**src/rtl/lcd_pkg.sv**
```systemverilog
// lcd_pkg -- shared definitions for the LCD command sequencer.
// Holds the command code map, the sequencer FSM encoding, the command ROM
// geometry, the watchdog limit and a legality helper.
package lcd_pkg;

  // Command ROM geometry
  localparam int ROM_DEPTH = 32;
  localparam int ROM_AW    = 5;
  localparam logic [ROM_AW-1:0] ADDR_LAST = ROM_AW'(ROM_DEPTH - 1);

  // Command codes: 0 = WRITE, 1..11 = image operations, 12..15 = illegal
  localparam int CMD_W = 4;
  localparam logic [CMD_W-1:0] CMD_WRITE       = 4'd0;
  localparam logic [CMD_W-1:0] CMD_ILLEGAL_MIN = 4'd12;

  // Issued-command counter saturates at all-ones
  localparam int CNT_W = 6;
  localparam logic [CNT_W-1:0] CNT_MAX = '1;

  // Watchdog
  localparam int WDT_W = 8;
  localparam logic [WDT_W-1:0] WDT_LIMIT = 8'd255;

  typedef enum logic [2:0] {
    ST_IDLE,
    ST_FETCH,
    ST_LATCH,
    ST_ISSUE,
    ST_ACK,
    ST_WAIT_BUSY,
    ST_WAIT_DONE,
    ST_FINISH
  } state_t;

  function automatic logic cmd_is_legal(input logic [CMD_W-1:0] c);
    return c < CMD_ILLEGAL_MIN;
  endfunction

endpackage

```
**src/rtl/lcd_seq_wdt.sv**
```systemverilog
// lcd_seq_wdt -- watchdog cycle counter for the LCD command sequencer.
// Ports:
//   clk     : clock, rising edge
//   reset   : asynchronous active-high reset
//   clr     : restart the count from zero (takes priority over en)
//   en      : count this cycle
//   expired : count has reached WDT_LIMIT while enabled
module lcd_seq_wdt
  import lcd_pkg::*;
(
  input  logic clk,
  input  logic reset,
  input  logic clr,
  input  logic en,
  output logic expired
);

  logic [WDT_W-1:0] count_reg;
  logic [WDT_W-1:0] count_next;

  always_comb begin
    count_next = count_reg;
    if (clr) begin
      count_next = '0;
    end else if (en && (count_reg != WDT_LIMIT)) begin
      count_next = count_reg + 1'b1;
    end
  end

  always_ff @(posedge clk or posedge reset) begin
    if (reset) begin
      count_reg <= '0;
    end else begin
      count_reg <= count_next;
    end
  end

  assign expired = en && (count_reg == WDT_LIMIT);

endmodule

```
**src/rtl/lcd_cmd_seq.sv**
```systemverilog
// lcd_cmd_seq -- fetches commands from a 32-entry command ROM and hands them
// one at a time to an LCD controller, skipping illegal codes, forcing a
// terminating WRITE at the end of the ROM, and aborting on a watchdog timeout.
// Ports:
//   clk, reset          : clock (rising edge), asynchronous active-high reset
//   start               : one-cycle pulse, launches a program from address 0
//   CROM_rd, CROM_A     : ROM read strobe / address (data one cycle later)
//   CROM_Q              : ROM read data
//   cmd, cmd_valid      : command and strobe to the LCD controller
//   busy, done          : controller busy / write-back complete
//   seq_done, err       : program finished / watchdog timeout (held)
//   cmd_cnt             : commands issued in the current program (saturating)
module lcd_cmd_seq
  import lcd_pkg::*;
(
  input  logic              clk,
  input  logic              reset,
  input  logic              start,
  input  logic [CMD_W-1:0]  CROM_Q,
  output logic              CROM_rd,
  output logic [ROM_AW-1:0] CROM_A,
  output logic [CMD_W-1:0]  cmd,
  output logic              cmd_valid,
  input  logic              busy,
  input  logic              done,
  output logic              seq_done,
  output logic              err,
  output logic [CNT_W-1:0]  cmd_cnt
);

  state_t              state_reg, state_next;
  logic [ROM_AW-1:0]   addr_reg, addr_next;
  logic [CMD_W-1:0]    cmd_reg, cmd_next;
  logic [CNT_W-1:0]    cnt_reg, cnt_next;
  logic                seq_done_reg, seq_done_next;
  logic                err_reg, err_next;

  logic wdt_clr;
  logic wdt_en;
  logic wdt_expired;

  // The watchdog only runs in the states that wait on the controller and
  // restarts whenever the FSM moves.
  assign wdt_en  = (state_reg == ST_ISSUE) || (state_reg == ST_WAIT_BUSY) ||
                   (state_reg == ST_WAIT_DONE);
  assign wdt_clr = (state_next != state_reg);

  lcd_seq_wdt u_wdt (
    .clk     (clk),
    .reset   (reset),
    .clr     (wdt_clr),
    .en      (wdt_en),
    .expired (wdt_expired)
  );

  always_ff @(posedge clk or posedge reset) begin
    if (reset) begin
      state_reg    <= ST_IDLE;
      addr_reg     <= '0;
      cmd_reg      <= '0;
      cnt_reg      <= '0;
      seq_done_reg <= 1'b0;
      err_reg      <= 1'b0;
    end else begin
      state_reg    <= state_next;
      addr_reg     <= addr_next;
      cmd_reg      <= cmd_next;
      cnt_reg      <= cnt_next;
      seq_done_reg <= seq_done_next;
      err_reg      <= err_next;
    end
  end

  always_comb begin
    state_next    = state_reg;
    addr_next     = addr_reg;
    cmd_next      = cmd_reg;
    cnt_next      = cnt_reg;
    seq_done_next = seq_done_reg;
    err_next      = err_reg;
    CROM_rd       = 1'b0;
    cmd_valid     = 1'b0;

    case (state_reg)
      ST_IDLE: begin
        if (start) begin
          addr_next     = '0;
          cnt_next      = '0;
          seq_done_next = 1'b0;
          err_next      = 1'b0;
          state_next    = ST_FETCH;
        end
      end

      ST_FETCH: begin
        CROM_rd    = 1'b1;
        state_next = ST_LATCH;
      end

      ST_LATCH: begin
        if (cmd_is_legal(CROM_Q)) begin
          cmd_next   = CROM_Q;
          state_next = ST_ISSUE;
        end else if (addr_reg == ADDR_LAST) begin
          // Nothing left to read: terminate the program with a WRITE so
          // the sequencer still reaches FINISH.
          cmd_next   = CMD_WRITE;
          state_next = ST_ISSUE;
        end else begin
          addr_next  = addr_reg + 1'b1;
          state_next = ST_FETCH;
        end
      end

      ST_ISSUE: begin
        if (wdt_expired) begin
          err_next      = 1'b1;
          seq_done_next = 1'b0;
          state_next    = ST_IDLE;
        end else if (!busy) begin
          cmd_valid  = 1'b1;
          if (cnt_reg != CNT_MAX) begin
            cnt_next = cnt_reg + 1'b1;
          end
          state_next = ST_ACK;
        end
      end

      // The controller may raise busy in response to the strobe; give it
      // a cycle before busy is looked at again.
      ST_ACK: begin
        state_next = (cmd_reg == CMD_WRITE) ? ST_WAIT_DONE : ST_WAIT_BUSY;
      end

      ST_WAIT_BUSY: begin
        if (wdt_expired) begin
          err_next      = 1'b1;
          seq_done_next = 1'b0;
          state_next    = ST_IDLE;
        end else if (!busy) begin
          if (addr_reg == ADDR_LAST) begin
            // End of ROM: force the closing WRITE without a read; the
            // address stays at the last entry.
            cmd_next   = CMD_WRITE;
            state_next = ST_ISSUE;
          end else begin
            addr_next  = addr_reg + 1'b1;
            state_next = ST_FETCH;
          end
        end
      end

      ST_WAIT_DONE: begin
        if (wdt_expired) begin
          err_next      = 1'b1;
          seq_done_next = 1'b0;
          state_next    = ST_IDLE;
        end else if (done) begin
          state_next = ST_FINISH;
        end
      end

      ST_FINISH: begin
        seq_done_next = 1'b1;
        state_next    = ST_IDLE;
      end

      default: begin
        state_next = ST_IDLE;
      end
    endcase
  end

  assign CROM_A   = addr_reg;
  assign cmd      = cmd_reg;
  assign cmd_cnt  = cnt_reg;
  assign seq_done = seq_done_reg;
  assign err      = err_reg;

endmodule
```
**config.mk**
```make
export PLATFORM = sky130hd
export DESIGN_NAME = lcd_cmd_seq
export DESIGN_NICKNAME = d
export VERILOG_FILES = /design/src/rtl/lcd_pkg.sv /design/src/rtl/lcd_seq_wdt.sv /design/src/rtl/lcd_cmd_seq.sv
export SDC_FILE = /design/constraint.sdc
export NUM_CORES = 1
export LEC_CHECK = 0
export ABC_AREA = 1
export BUFFER_PORTS_ARGS = -buffer_cell sky130_fd_sc_hd__buf_2
export CAP_MARGIN = 20
export CORE_ASPECT_RATIO = 0.7
export CORE_UTILIZATION = 49
export DETAILED_ROUTE_END_ITERATION = 8
export GPL_TIMING_DRIVEN = 0
export PLACE_DENSITY_LB_ADDON = 0.25
export SYNTH_ARGS = -nofsm -noshare
export SYNTH_HDL_FRONTEND = slang
export SYNTH_SLANG_ARGS = --single-unit
```
**constraint.sdc**
```tcl
create_clock -name clk -period 2.7 [get_ports clk]
set_clock_uncertainty 0.15 [all_clocks]
set_input_delay 0.27 -clock clk [delete_from_list [all_inputs] [get_ports clk]]
set_output_delay 0.27 -clock clk [all_outputs]
set_load 0.05 [all_outputs]
```
After elaboration in Yosys (flattened, before gate mapping)
Index checks and enable logic that the tools add are counted.
Cells by class
  mux-type cells: 38
  $add $sub $neg: 3
  $lt $le $gt $ge: 1
  reductions and logical operators: 18
  equality and inequality tests: 20
Operators with widths (number)
  two-way mux 5 bit: 5
  two-way mux 6 bit: 4
  case mux 3 bit (8 select lines): 1
  two-way mux 3 bit: 7
  two-way mux 4 bit: 4
  two-way mux 8 bit: 2
  case mux 5 bit (3 select lines): 1
  == test 3 bit, second input constant: 4
  != test 2 bit, second input constant: 6
  case mux 6 bit (2 select lines): 1
  AND reduction 5 bit: 2
  AND reduction 3 bit: 3
  adder 8 x 1 -> 8 bit, second input constant: 1
  == test 8 bit, second input constant: 1
  != test 8 bit, second input constant: 1
  case mux 4 bit (2 select lines): 1
  nonzero test 2 bit: 4
  two-way mux 1 bit: 7
  adder 6 x 1 -> 6 bit, second input constant: 1
  == test 3 x 2 -> 1 bit, second input constant: 2
  two-way mux 2 bit: 3
  != test 6 bit, second input constant: 1
  nonzero test 3 bit: 2
  adder 5 x 1 -> 5 bit, second input constant: 1
  12 further kinds: 15
Storage, ports and cells
  input port bits: 9
  bits in registers: 28
  output and inout port bits: 19
  word-level logic and storage cells: 87

Logic depth before layout (Yosys ltp)
  depth in word-level cells: 8
  gate-level depth with buffers: 14
  depth with buffers taken out: 14

Modules after synthesis
A second synthesis with hierarchy kept.
Second synthesis, totals
  cells, all modules: 256
  area total of the unflattened synthesis: 1829.3 µm²
By module, submodules not included
  lcd_cmd_seq: area an instance 1325.0 µm², cells each 189, sequential area each 500.5 µm², instances 1
  lcd_seq_wdt: area an instance 504.2 µm², cells each 67, sequential area each 200.2 µm², instances 1

Least setup slack after synthesis
OpenSTA, ideal clock, no wires.
  kind: reg2reg
  from: register addr_reg[0], in the netlist CROM_A[0]
  to: register u_wdt.count_reg[0]
  required time: 2.480 ns
  library setup time: 0.070 ns
  cell stages (with the launch flop): 14
  arrival time: 1.998 ns
  period minus slack after synthesis: 2.217 ns
  buffers on the path: 0
  path slack: 0.483 ns
  cells stage by stage: dfrtp_1 ha_1 nand2_1 nor2_1 ha_1 inv_1 nand3_1 nand2_1 nand2_1 nor2_1 a21oi_1 nor2_2 nand2_4 nor2_2
Between the ends
  longest elaborated chain between the ends: 7
  elaborated cells between the ends (all ways): 9
  those cells by class: 2 x eq/ne; 6 x mux; 1 x reduce/logical
Ends and longest elaborated chain
  start: declaration: RTL line lcd_cmd_seq.sv:32  | logic [ROM_AW-1:0] addr_reg, addr_next;
  start signal: assignment: RTL line lcd_cmd_seq.sv:66  | addr_reg <= addr_next;
  == test 5 bit (*): RTL line lcd_cmd_seq.sv:104, lcd_cmd_seq.sv:141
  two-way mux 2 bit (*): RTL line lcd_cmd_seq.sv:104, lcd_cmd_seq.sv:141
  two-way mux 3 bit: RTL line lcd_cmd_seq.sv:140  | end else if (!busy) begin
  two-way mux 3 bit: RTL line lcd_cmd_seq.sv:136  | if (wdt_expired) begin
  case mux 3 bit (8 select lines) (*): RTL line lcd_cmd_seq.sv:84  | case (state_reg)
  != test 3 bit (*): RTL line lcd_cmd_seq.sv:46  | assign wdt_clr = (state_next != state_reg);
  two-way mux 8 bit or nonzero test 2 bit (tied branches)
  end signal: assignment: RTL line lcd_seq_wdt.sv:34  | count_reg <= count_next;
  end: declaration: RTL line lcd_seq_wdt.sv:18  | logic [WDT_W-1:0] count_reg;
Every way passes the cells marked *; elsewhere a longest branch is shown, timed or not.
A chain may end at the register's enable or synchronous reset.

Final worst setup path
  from: register addr_reg[0], in the netlist CROM_A[0]
  to: register u_wdt.count_reg[5]
Same word-level chain as after synthesis.

==> out/qor.csv <==
metric,value,unit
status,"complete, no violations",
hp-class,primary input to flop,
post_cts_buffers,0,
via_per_inst,4.91,
synth_cells,240,
cp-start-kind,flop,
grt_overflow,0,
num_antenna_cells,0,
fin_setup_tns,0,ps
core_area,0.00358,mm2
crit_required,2770,ps
syn-cell-area,0.00187,mm2
nets,287,
fill_cells,322,
cts.sinks,28,
grt_max_degree,17,
hold_violations,0,
final_cell_mix,"60 x nand2_1, 30 x inv_1, 28 x dfrtp_1",
grt_use_total,0.202,
rows,18,
cp.arrival,2250,ps
rsz0062_at_grt,false,
drv_slew,0,
dieArea,0.00408,mm2
cts-buffers-inserted,3,
cts_tree,yes,
initial_core_util,0.523,
dp_cells,318,
place_hpwl,2830,um
drv_cap,0,
ant_nets,0,
drcViolationCount,0,
dr.pass1.iters,4,
ir_drop,0.000620,V
clockRootBuffer,clkbuf_8,
worstMarginPinSlew,634,ps
antenna_found_initial,0,
grt_pass1_wl,6090,um
cp_max_fo,8,
cts_buffer_depth,2,
routedWlPerCell,11.2,um
final_common_cell,nand2_1,
ios,28,
fmax,0.459,GHz
ys_ff_latch,28,
gp_congestion,0.793,
path_class,flop to flop,
grt_pass1_vias,1354,
end_kind,flop,
die_x,75.9,um
totalWireLength,3630,um
dieHeight,53.7,um
clock_latency,280,ps
synth_seq_area_share,0.374,
largest_register_ffs,8,
layout-drive-gt1-share,0.311,
power_density,1060,mW/mm2
stdcell_count,323,
ys_types,32,
numPortBuffers,27,
timing.slew.headroom,0.577,
setup_viol,0,
avgSynthCellArea,7.80,um2
fin_crit_sh,0.807,
vias,1587,
clk_pin_slew_worst_paths,100,ps
synth_nets,253,
drt-initial-drc-count,90,
p_leak,1.14,nW
fin_crit,2180,ps
ys_warn_count,0,
htree_num_levels,1,
area_delta_synth_final,16.4,%
==> power breakdown <==
part           internal, mW  switching [mW]  total [mW]
combinational         0.402           0.987        1.39
clock                 0.199           0.136       0.335
sequential            0.514          0.0746       0.588
total                  1.11            1.20        2.31
==> synthesized netlist by cell type <==
master    number  area share
and3_1         1      0.0033
ha_1           4       0.027
buf_6          4       0.024
nor3_1         1      0.0027
nor2_4         3       0.018
a21boi_0       1      0.0040
nor2_2        11       0.037
nand2_4        3       0.018
o22ai_1        3       0.010
o21ai_0        8       0.021
nor2_1        11       0.022
a21oi_2        2      0.0094
o21bai_1       1      0.0040
nand2_2        9       0.030
nand2_1       60        0.12
inv_2          4      0.0080
nand3_2        3       0.016
o21a_1         1      0.0040
nand3b_1       1      0.0040
nand3_4        2       0.019
nor3_2         1      0.0053
inv_4          1      0.0033
nand3_1       22       0.059
a21oi_1        3      0.0080
o21ai_2        7       0.033
dfrtp_1       28        0.37
xor2_1         5       0.023
or2_2          3       0.010
o21ai_1        3      0.0080
inv_1         30       0.060
nand4_1        3       0.010
xnor2_1        1      0.0047
==> area by class of cell <==
type	count	area (um2)	area share
Clock buffer	3	41.3	0.0189
Inverter	35	134	0.0614
Buffer	4	45.0	0.0207
Sequential cell	28	701	0.321
Tap cell	50	62.6	0.0287
Timing Repair Buffer	29	173	0.0792
Multi-Input combinational cell	173	993	0.456
Clock inverter	1	30.0	0.0138
==> logic make-up (layout without fill, tap and decap cells) <==
family / after synthesis / count (layout) / share of synthesized area
AO/OA/AOI/OAI: 29 / 29 / 0.102
XOR/XNOR: 6 / 6 / 0.0281
adder cells (fa/ha/maj): 4 / 4 / 0.0267
buffers and inverters: 39 / 72 / 0.0955
flip-flops: 28 / 28 / 0.374
AND/OR/NAND/NOR: 134 / 134 / 0.374
==> worst max-delay path: stages, from the launching register on <==
cell and delay [ps]:
dfrtp_1 440, ha_1 230, nand2_1 80, nor2_1 50
ha_1 230, inv_1 100, nand3_1 70, nand2_1 90
nand2_1 50, nor2_1 160, a21oi_1 110, nor2_2 150
nand2_4 120, nor2_2 100
==> what timing repair did <==
action                     CTS  global route
setup endpoints to repair    0             0
resized for setup            0             0
hold endpoints to repair    13             0
hold buffers                 1             0
==> metrics by stage <==
stage          area (um2)  total power, mW  hold WS, ps  setup WS [ps]   util
2_1_floorplan        1870             1.72          185            483      -
3_3_place_gp         2070             1.96          336            583  0.578
3_5_place_dp         2100             1.98          234            558  0.586
4_1_cts              2180             2.32         88.1            529  0.609
5_1_grt              2180             2.49         97.1            301  0.609
6_report             2180             2.31         94.1            520  0.609
==> per-layer routing <==
layer / GRT usage / vias to the layer above / routed length, um / part of all wire
li1: - / 832 / - / -
met3: 0.0487 / 2 / 184 / 0.051
met2: 0.294 / 32 / 1580 / 0.43
met5: 0 / - / 0 / 0
met4: 0.0309 / 0 / 14 / 0.0039
met1: 0.308 / 721 / 1850 / 0.51
==> final timing paths <==
check                      startpoint  slack, ps  cells past startpoint            endpoint
max                         CROM_A[0]        520                     13  u_wdt.count_reg[5]
min                         CROM_Q[0]         90                      3              cmd[0]
max reg2reg                 CROM_A[0]        520                     13  u_wdt.count_reg[5]
min reg2reg                    cmd[3]        370                      2              cmd[3]
max in group asynchronous       reset       1450                      4        state_reg[0]
min in group asynchronous       reset        450                      3           CROM_A[1]
No activity file was read; power rests on OpenSTA's default activity.
